`src/rtl/mem_arbiter_if.sv`:
```
// rtl/mem_arbiter_if.sv - bus bundle between the CPU control unit, the program loader, the memory and the arbiter
//
// Signals:
//   CpuReq/CpuWe/CpuAddr/CpuWdata -> arbiter   control unit access request
//   CpuAck/CpuRdata/CpuWait       <- arbiter   control unit completion, read data, stall
//   LdReq/LdWe/LdAddr/LdWdata     -> arbiter   loader access request
//   LdAck/LdRdata                 <- arbiter   loader completion and read data
//   MemEn/MemWe/MemAddr/MemWdata  <- arbiter   memory array strobes
//   MemRdata                      -> arbiter   memory array read data
//   Owner/Busy                    <- arbiter   current owner and access-in-progress flag
// Modports: slave = arbiter side, master = requesters/memory side.
interface mem_arbiter_if #(
    parameter int ADDR_W = 5,
    parameter int DATA_W = 8
);
    logic              CpuReq;
    logic              CpuWe;
    logic [ADDR_W-1:0] CpuAddr;
    logic [DATA_W-1:0] CpuWdata;
    logic              CpuAck;
    logic [DATA_W-1:0] CpuRdata;
    logic              CpuWait;

    logic              LdReq;
    logic              LdWe;
    logic [ADDR_W-1:0] LdAddr;
    logic [DATA_W-1:0] LdWdata;
    logic              LdAck;
    logic [DATA_W-1:0] LdRdata;

    logic              MemEn;
    logic              MemWe;
    logic [ADDR_W-1:0] MemAddr;
    logic [DATA_W-1:0] MemWdata;
    logic [DATA_W-1:0] MemRdata;

    logic              Owner;
    logic              Busy;

    modport slave (
        input  CpuReq, CpuWe, CpuAddr, CpuWdata,
        output CpuAck, CpuRdata, CpuWait,
        input  LdReq, LdWe, LdAddr, LdWdata,
        output LdAck, LdRdata,
        output MemEn, MemWe, MemAddr, MemWdata,
        input  MemRdata,
        output Owner, Busy
    );

    modport master (
        output CpuReq, CpuWe, CpuAddr, CpuWdata,
        input  CpuAck, CpuRdata, CpuWait,
        output LdReq, LdWe, LdAddr, LdWdata,
        input  LdAck, LdRdata,
        input  MemEn, MemWe, MemAddr, MemWdata,
        output MemRdata,
        input  Owner, Busy
    );
endinterface

```
`src/rtl/mem_arbiter.sv`:
```
// rtl/mem_arbiter.sv - round-robin arbiter for the single-port program/data memory (CPU vs loader)
//
// Ports:
//   CLOCK  in   system clock, rising edge
//   RESET  in   asynchronous active-low reset
//   bus    slave modport of mem_arbiter_if (requester handshakes, memory strobes, Owner/Busy)
// Sequencer: IDLE -> ACCESS (WAIT_CYCLES cycles, MemEn high) -> DONE (Ack pulse) -> IDLE.
module mem_arbiter #(
    parameter int ADDR_W      = 5,
    parameter int DATA_W      = 8,
    parameter int WAIT_CYCLES = 1
) (
    input  logic          CLOCK,
    input  logic          RESET,
    mem_arbiter_if.slave  bus
);

    generate
        if (WAIT_CYCLES < 1 || WAIT_CYCLES > 15) begin : g_bad_wait
            $error("mem_arbiter: WAIT_CYCLES must be in 1..15");
        end
    endgenerate

    localparam logic [3:0] CNT_INIT = 4'(WAIT_CYCLES - 1);

    typedef enum logic [1:0] {
        ST_IDLE   = 2'd0,
        ST_ACCESS = 2'd1,
        ST_DONE   = 2'd2
    } state_t;

    state_t            state, state_n;
    logic [3:0]        cnt, cnt_n;
    logic              last_ld, last_ld_n;   // 1 = loader was served last
    logic              owner, owner_n;
    logic              busy, busy_n;
    logic              mem_en, mem_en_n;
    logic              mem_we, mem_we_n;
    logic [ADDR_W-1:0] mem_addr, mem_addr_n;
    logic [DATA_W-1:0] mem_wdata, mem_wdata_n;
    logic              cpu_ack, cpu_ack_n;
    logic              ld_ack, ld_ack_n;
    logic [DATA_W-1:0] cpu_rdata, cpu_rdata_n;
    logic [DATA_W-1:0] ld_rdata, ld_rdata_n;
    logic              grant_ld;

    always_ff @(posedge CLOCK or negedge RESET) begin
        if (!RESET) begin
            state     <= ST_IDLE;
            cnt       <= '0;
            last_ld   <= 1'b1;
            owner     <= 1'b0;
            busy      <= 1'b0;
            mem_en    <= 1'b0;
            mem_we    <= 1'b0;
            mem_addr  <= '0;
            mem_wdata <= '0;
            cpu_ack   <= 1'b0;
            ld_ack    <= 1'b0;
            cpu_rdata <= '0;
            ld_rdata  <= '0;
        end else begin
            state     <= state_n;
            cnt       <= cnt_n;
            last_ld   <= last_ld_n;
            owner     <= owner_n;
            busy      <= busy_n;
            mem_en    <= mem_en_n;
            mem_we    <= mem_we_n;
            mem_addr  <= mem_addr_n;
            mem_wdata <= mem_wdata_n;
            cpu_ack   <= cpu_ack_n;
            ld_ack    <= ld_ack_n;
            cpu_rdata <= cpu_rdata_n;
            ld_rdata  <= ld_rdata_n;
        end
    end

    always_comb begin
        state_n     = state;
        cnt_n       = cnt;
        last_ld_n   = last_ld;
        owner_n     = owner;
        busy_n      = busy;
        mem_en_n    = mem_en;
        mem_we_n    = mem_we;
        mem_addr_n  = mem_addr;
        mem_wdata_n = mem_wdata;
        cpu_ack_n   = 1'b0;
        ld_ack_n    = 1'b0;
        cpu_rdata_n = cpu_rdata;
        ld_rdata_n  = ld_rdata;
        // Loader wins when it is alone, or on a tie when the CPU was served last.
        grant_ld    = bus.LdReq & (~bus.CpuReq | ~last_ld);

        case (state)
            ST_IDLE: begin
                if (bus.CpuReq || bus.LdReq) begin
                    owner_n     = grant_ld;
                    busy_n      = 1'b1;
                    mem_en_n    = 1'b1;
                    mem_we_n    = grant_ld ? bus.LdWe    : bus.CpuWe;
                    mem_addr_n  = grant_ld ? bus.LdAddr  : bus.CpuAddr;
                    mem_wdata_n = grant_ld ? bus.LdWdata : bus.CpuWdata;
                    cnt_n       = CNT_INIT;
                    state_n     = ST_ACCESS;
                end
            end
            ST_ACCESS: begin
                if (cnt == 4'd0) begin
                    // Last access cycle: MemRdata is valid now; writes leave Rdata alone.
                    if (owner) begin
                        ld_ack_n = 1'b1;
                        if (!mem_we) ld_rdata_n = bus.MemRdata;
                    end else begin
                        cpu_ack_n = 1'b1;
                        if (!mem_we) cpu_rdata_n = bus.MemRdata;
                    end
                    mem_en_n  = 1'b0;
                    mem_we_n  = 1'b0;
                    last_ld_n = owner;
                    state_n   = ST_DONE;
                end else begin
                    cnt_n = cnt - 4'd1;
                end
            end
            ST_DONE: begin
                busy_n  = 1'b0;
                state_n = ST_IDLE;
            end
            default: begin
                busy_n   = 1'b0;
                mem_en_n = 1'b0;
                mem_we_n = 1'b0;
                state_n  = ST_IDLE;
            end
        endcase
    end

    assign bus.CpuAck   = cpu_ack;
    assign bus.CpuRdata = cpu_rdata;
    assign bus.CpuWait  = bus.CpuReq & ~cpu_ack;
    assign bus.LdAck    = ld_ack;
    assign bus.LdRdata  = ld_rdata;
    assign bus.MemEn    = mem_en;
    assign bus.MemWe    = mem_we;
    assign bus.MemAddr  = mem_addr;
    assign bus.MemWdata = mem_wdata;
    assign bus.Owner    = owner;
    assign bus.Busy     = busy;

endmodule

```
`src/flat_wrapper.sv`:
```
// flat-port wrapper written by rule: the top's interface ports become plain ports
module mem_arbiter_flat 
#(
    parameter int ADDR_W      = 5,
    parameter int DATA_W      = 8,
    parameter int WAIT_CYCLES = 1
)
  (CLOCK, RESET, bus_CpuReq, bus_CpuWe, bus_CpuAddr, bus_CpuWdata, bus_CpuAck, bus_CpuRdata, bus_CpuWait, bus_LdReq, bus_LdWe, bus_LdAddr, bus_LdWdata, bus_LdAck, bus_LdRdata, bus_MemEn, bus_MemWe, bus_MemAddr, bus_MemWdata, bus_MemRdata, bus_Owner, bus_Busy);
  mem_arbiter_if #(.ADDR_W(ADDR_W), .DATA_W(DATA_W)) bus_i ();
  input  logic CLOCK;
  input  logic RESET;
  input wire logic [$bits(bus_i.CpuReq)-1:0] bus_CpuReq;
  input wire logic [$bits(bus_i.CpuWe)-1:0] bus_CpuWe;
  input wire logic [$bits(bus_i.CpuAddr)-1:0] bus_CpuAddr;
  input wire logic [$bits(bus_i.CpuWdata)-1:0] bus_CpuWdata;
  output wire logic [$bits(bus_i.CpuAck)-1:0] bus_CpuAck;
  output wire logic [$bits(bus_i.CpuRdata)-1:0] bus_CpuRdata;
  output wire logic [$bits(bus_i.CpuWait)-1:0] bus_CpuWait;
  input wire logic [$bits(bus_i.LdReq)-1:0] bus_LdReq;
  input wire logic [$bits(bus_i.LdWe)-1:0] bus_LdWe;
  input wire logic [$bits(bus_i.LdAddr)-1:0] bus_LdAddr;
  input wire logic [$bits(bus_i.LdWdata)-1:0] bus_LdWdata;
  output wire logic [$bits(bus_i.LdAck)-1:0] bus_LdAck;
  output wire logic [$bits(bus_i.LdRdata)-1:0] bus_LdRdata;
  output wire logic [$bits(bus_i.MemEn)-1:0] bus_MemEn;
  output wire logic [$bits(bus_i.MemWe)-1:0] bus_MemWe;
  output wire logic [$bits(bus_i.MemAddr)-1:0] bus_MemAddr;
  output wire logic [$bits(bus_i.MemWdata)-1:0] bus_MemWdata;
  input wire logic [$bits(bus_i.MemRdata)-1:0] bus_MemRdata;
  output wire logic [$bits(bus_i.Owner)-1:0] bus_Owner;
  output wire logic [$bits(bus_i.Busy)-1:0] bus_Busy;
  assign bus_i.CpuReq = bus_CpuReq;
  assign bus_i.CpuWe = bus_CpuWe;
  assign bus_i.CpuAddr = bus_CpuAddr;
  assign bus_i.CpuWdata = bus_CpuWdata;
  assign bus_CpuAck = bus_i.CpuAck;
  assign bus_CpuRdata = bus_i.CpuRdata;
  assign bus_CpuWait = bus_i.CpuWait;
  assign bus_i.LdReq = bus_LdReq;
  assign bus_i.LdWe = bus_LdWe;
  assign bus_i.LdAddr = bus_LdAddr;
  assign bus_i.LdWdata = bus_LdWdata;
  assign bus_LdAck = bus_i.LdAck;
  assign bus_LdRdata = bus_i.LdRdata;
  assign bus_MemEn = bus_i.MemEn;
  assign bus_MemWe = bus_i.MemWe;
  assign bus_MemAddr = bus_i.MemAddr;
  assign bus_MemWdata = bus_i.MemWdata;
  assign bus_i.MemRdata = bus_MemRdata;
  assign bus_Owner = bus_i.Owner;
  assign bus_Busy = bus_i.Busy;
  mem_arbiter #(.ADDR_W(ADDR_W), .DATA_W(DATA_W), .WAIT_CYCLES(WAIT_CYCLES)) u_core (.CLOCK(CLOCK), .RESET(RESET), .bus(bus_i));
endmodule
```
`config.mk`:
```
export PLATFORM = sky130hd
export DESIGN_NAME = mem_arbiter_flat
export DESIGN_NICKNAME = d
export VERILOG_FILES = /design/src/rtl/mem_arbiter_if.sv /design/src/rtl/mem_arbiter.sv /design/src/flat_wrapper.sv
export SDC_FILE = /design/constraint.sdc
export NUM_CORES = 1
export LEC_CHECK = 0
export ABC_CLOCK_PERIOD_IN_PS = 1750
export BUFFER_PORTS_ARGS = -buffer_cell sky130_fd_sc_hd__buf_4
export CAP_MARGIN = 20
export CORE_ASPECT_RATIO = 0.75
export CORE_MARGIN = 2
export CORE_UTILIZATION = 47
export DETAILED_ROUTE_END_ITERATION = 10
export PLACE_DENSITY = 0.78
export REMOVE_ABC_BUFFERS = 1
export SLEW_MARGIN = 5
export SYNTH_ARGS = -nofsm -noshare
export SYNTH_HDL_FRONTEND = slang
export SYNTH_SLANG_ARGS = --single-unit
```
`constraint.sdc`:
```
create_clock -name CLOCK -period 1.75 [get_ports CLOCK]
set_input_delay 0 -clock CLOCK [delete_from_list [all_inputs] [get_ports CLOCK]]
set_output_delay 0 -clock CLOCK [all_outputs]
set_load 0.01 [all_outputs]
```
==> flow_metrics.env <==
export IMPL_mostFrequentLayoutCells="buf_4, mux2_2, dfrtp_1, dlygate4sd3_1, clkbuf_8"
export IMPL_worst_r2r_cell_count=5
export IMPL_critPathLaunchType="flop"
export IMPL_first_pass_iters=4
export IMPL_num_nets_final=267
export IMPL_cts_tree="built"
export IMPL_post_synth_main_area_contributors="dfrtp_1, mux2_2, dfstp_2, ha_1, nand4b_4"
export IMPL_synth_sequential_area_ratio_pct=56.4
export IMPL_wl_microns=4760
export IMPL_synth_top_flop_cell="dfrtp_1"
export IMPL_cts_path_max_buffers=2
export IMPL_postSynthRegisterBits=42
export IMPL_final_setup_tns_ns=0
export IMPL_max_vdd_ir_drop_mv=0.971
export IMPL_core_area_sq_um=3730
export IMPL_fin_crit_sh_pct=98.0
export IMPL_first_global_vias=1542
export IMPL_cts_made_buffers=5
export IMPL_placed_area_sq_um=2510
export IMPL_ant_nets=0
export IMPL_area_growth_synth_to_final_pct=47.6
export IMPL_hold_path_depth=3
export IMPL_dpl_cell_count=258
export IMPL_crit_path_cell_trace="inv_2 > ha_1 > nor3b_4 > nand4b_4 > mux2_4"
export IMPL_n_antenna_cell=0
export IMPL_numClockSinks=42
export IMPL_synth_warnings=0
export IMPL_unrepaired_setup_endpoints_after_global_routing="yes"
export IMPL_die_area_sq_um=4490
export IMPL_final_std_cell_area_no_fill_sq_um=2750
export IMPL_worst_clock_skew_ns=0.00825
export IMPL_synth_edff_count=0
export IMPL_cts_clk_slew_worst_paths_ns=0.09
export IMPL_final_common_cell="buf_4"
export IMPL_drv_max_cap_violation_count=0
export IMPL_post_drt_via_cell_ratio=5.21
export IMPL_htree_levels=2
export IMPL_worst_hold_path_type="input port to flop"
export IMPL_power_density_nw_per_um2=1630
export IMPL_root_buffer="clkbuf_8"
export IMPL_timing_critical_path_fanout_max=8
export IMPL_worst_slew_pin_slew_ns=0.509
export IMPL_detail_route_wl_per_cell_microns=17.1
export IMPL_cp_end_kind="flop"
export IMPL_number_of_non_filler_instances_in_the_completed_layout=278
export IMPL_port_buffers=75
export IMPL_post_synth_top_area_fraction_pct=55.0
export IMPL_hold_violations=0
export IMPL_slew_headroom_pct=66.1
export IMPL_via_count=1448
export IMPL_worst_path_dominant_cell_family="simple AND/OR/NAND/NOR gates"
export IMPL_final_setup_fails=0
export IMPL_grt_start_max_net_pins=43
export IMPL_worstSetupStartpoint="u_core.cnt[0]$_DFFE_PN0P_"
export IMPL_antenna_found_initial=0
export IMPL_dp_hpwl_microns=3400
export IMPL_synth_async_sr_flop_share_pct=100
export IMPL_worst_endpoint_required_ns=1.95
export IMPL_detail_route_drc_violations=0
export IMPL_critPathArrivalTime_ns=1.91
export IMPL_grt_overflow=0
export IMPL_initial_core_utilization_pct=50.0
export IMPL_syn_instance_count=129
export IMPL_row_count=19
export IMPL_post_route_cells_drive_above_1_share_pct=62.8
export IMPL_cp_depth=5
export IMPL_synth_top_area_cell="dfrtp_1"
export IMPL_synth_cell_area_sq_um=1870
export IMPL_syn_area_per_cell_sq_um=14.5
export IMPL_chipHeight_microns=58.6
export IMPL_slew_violations=0
export IMPL_drtIter0Drc=129
export IMPL_first_pass_grt_wire_length_microns=7560
export IMPL_insertion_delay_of_the_later_clocked_pin_in_the_worst_skew_pair_ns=0.30
export IMPL_design_portCount=76
export IMPL_outcome="completed"
export IMPL_crit_path_max_incr_delay_ns=0.41
export IMPL_max_freq_ghz=0.583
export IMPL_leakagePower_uw=0.00132
export IMPL_synthDistinctLibCells=31
export IMPL_timing_hold_worst_start="bus_LdWe"
export IMPL_period_needed_ns=1.71
export IMPL_track_usage_pct=22.1
export IMPL_r2r_start="u_core.cnt[0]$_DFFE_PN0P_"
export IMPL_worstPathBufferInverterCount=1
export IMPL_postLayoutCoreUtil_pct=73.8
export IMPL_finalHoldWorstSlack_ns=0.0228
export IMPL_globalplace_congestion=0.877
export IMPL_die_x_microns=76.8
export IMPL_timing_critical_path_slowest_stage_cell="dfrtp_1"
export IMPL_timing_setup_critical_path_class="flop to flop"
==> cells in the mapped netlist, drive strengths merged (2+ instances only) <==
| master | number |
|---|---|
| or2 | 2 |
| inv | 6 |
| ha | 2 |
| mux2 | 43 |
| and3 | 2 |
| nor2 | 4 |
| o22ai | 2 |
| nand2b | 2 |
| buf | 2 |
| dfrtp | 41 |
| o221ai | 2 |
| mux2i | 2 |
| o21ai | 4 |
==> sequential cells by signal, summed over array words and instances, names as in the netlist, 2 cells and up <==
signal and count:
u_core.bus.LdRdata 8, u_core.state 2, u_core.bus.MemAddr 5, u_core.bus.CpuRdata 8, u_core.bus.MemWdata 8, u_core.cnt 4
==> worst min-delay path, cell delays in order <==
cell and delay (ns):
buf_4 0.08, mux2i_1 0.05, o22ai_1 0.14
==> kinds of logic (layout without fill, tap and decap cells) <==
| logic type | Yosys count | after routing | synth area share [%] |
|---|---|---|---|
| compound gates | 12 | 12 | 4.63 |
| fa+ha+maj | 2 | 2 | 1.34 |
| buf+inv | 8 | 105 | 1.88 |
| flops | 42 | 42 | 56.4 |
| mux | 45 | 45 | 27.0 |
| simple gates | 20 | 20 | 8.72 |
==> final cells by class <==
type / count / area, sq um
fillers: 248 / 980
clock inverters: 3 / 43.8
flip-flops and latches: 42 / 1050
clock buffers: 5 / 68.8
inverters: 6 / 22.5
multi-input cells: 79 / 782
repair buffers: 91 / 718
well taps: 52 / 65.1
==> stage by stage <==
stage,worst slack [ns],power (uW)
2_1_floorplan,0.148,2660
5_1_grt,-0.0477,4710
3_3_place_gp,0.0704,3570
3_5_place_dp,-0.00211,3670
6_report,0.0351,4480
4_1_cts,0.0568,4470
==> where the power goes <==
group	internal [uW]	switching (uW)	total, uW
registers	1420	305	1730
clock network	427	349	776
logic	1140	840	1980
==> metal layers <==
layer / track usage [%] / routed length (microns)
met5: 0 / 0
met4: 9.09 / 127
met3: 5.52 / 240
met2: 37.8 / 2470
met1: 27.6 / 1920
==> timing repair <==
item,in CTS,in global routing
pin swaps,0,0
hold buffers,9,0
resized for setup,0,3
endpoints found under the hold margin,57,0
setup buffers,1,2
endpoints found under the setup margin,1,15
gates cloned,0,0
==> final timing paths <==
| kind | endpoint | slack (ns) |
|---|---|---|
| max reg2reg | u_core.bus.LdRdata[4]$_DFFE_PN0P_ | 0.04 |
| min | u_core.bus.MemWe$_DFFE_PN0P_ | 0.02 |
| max | u_core.bus.LdRdata[4]$_DFFE_PN0P_ | 0.04 |
| min in group asynchronous | u_core.bus.MemWdata[7]$_DFFE_PN0P_ | 0.24 |
| max in group asynchronous | u_core.last_ld$_DFFE_PN1P_ | 1.14 |
| min reg2reg | u_core.bus.MemWdata[0]$_DFFE_PN0P_ | 0.51 |
Note: power is estimated with default switching activity, not from simulation.
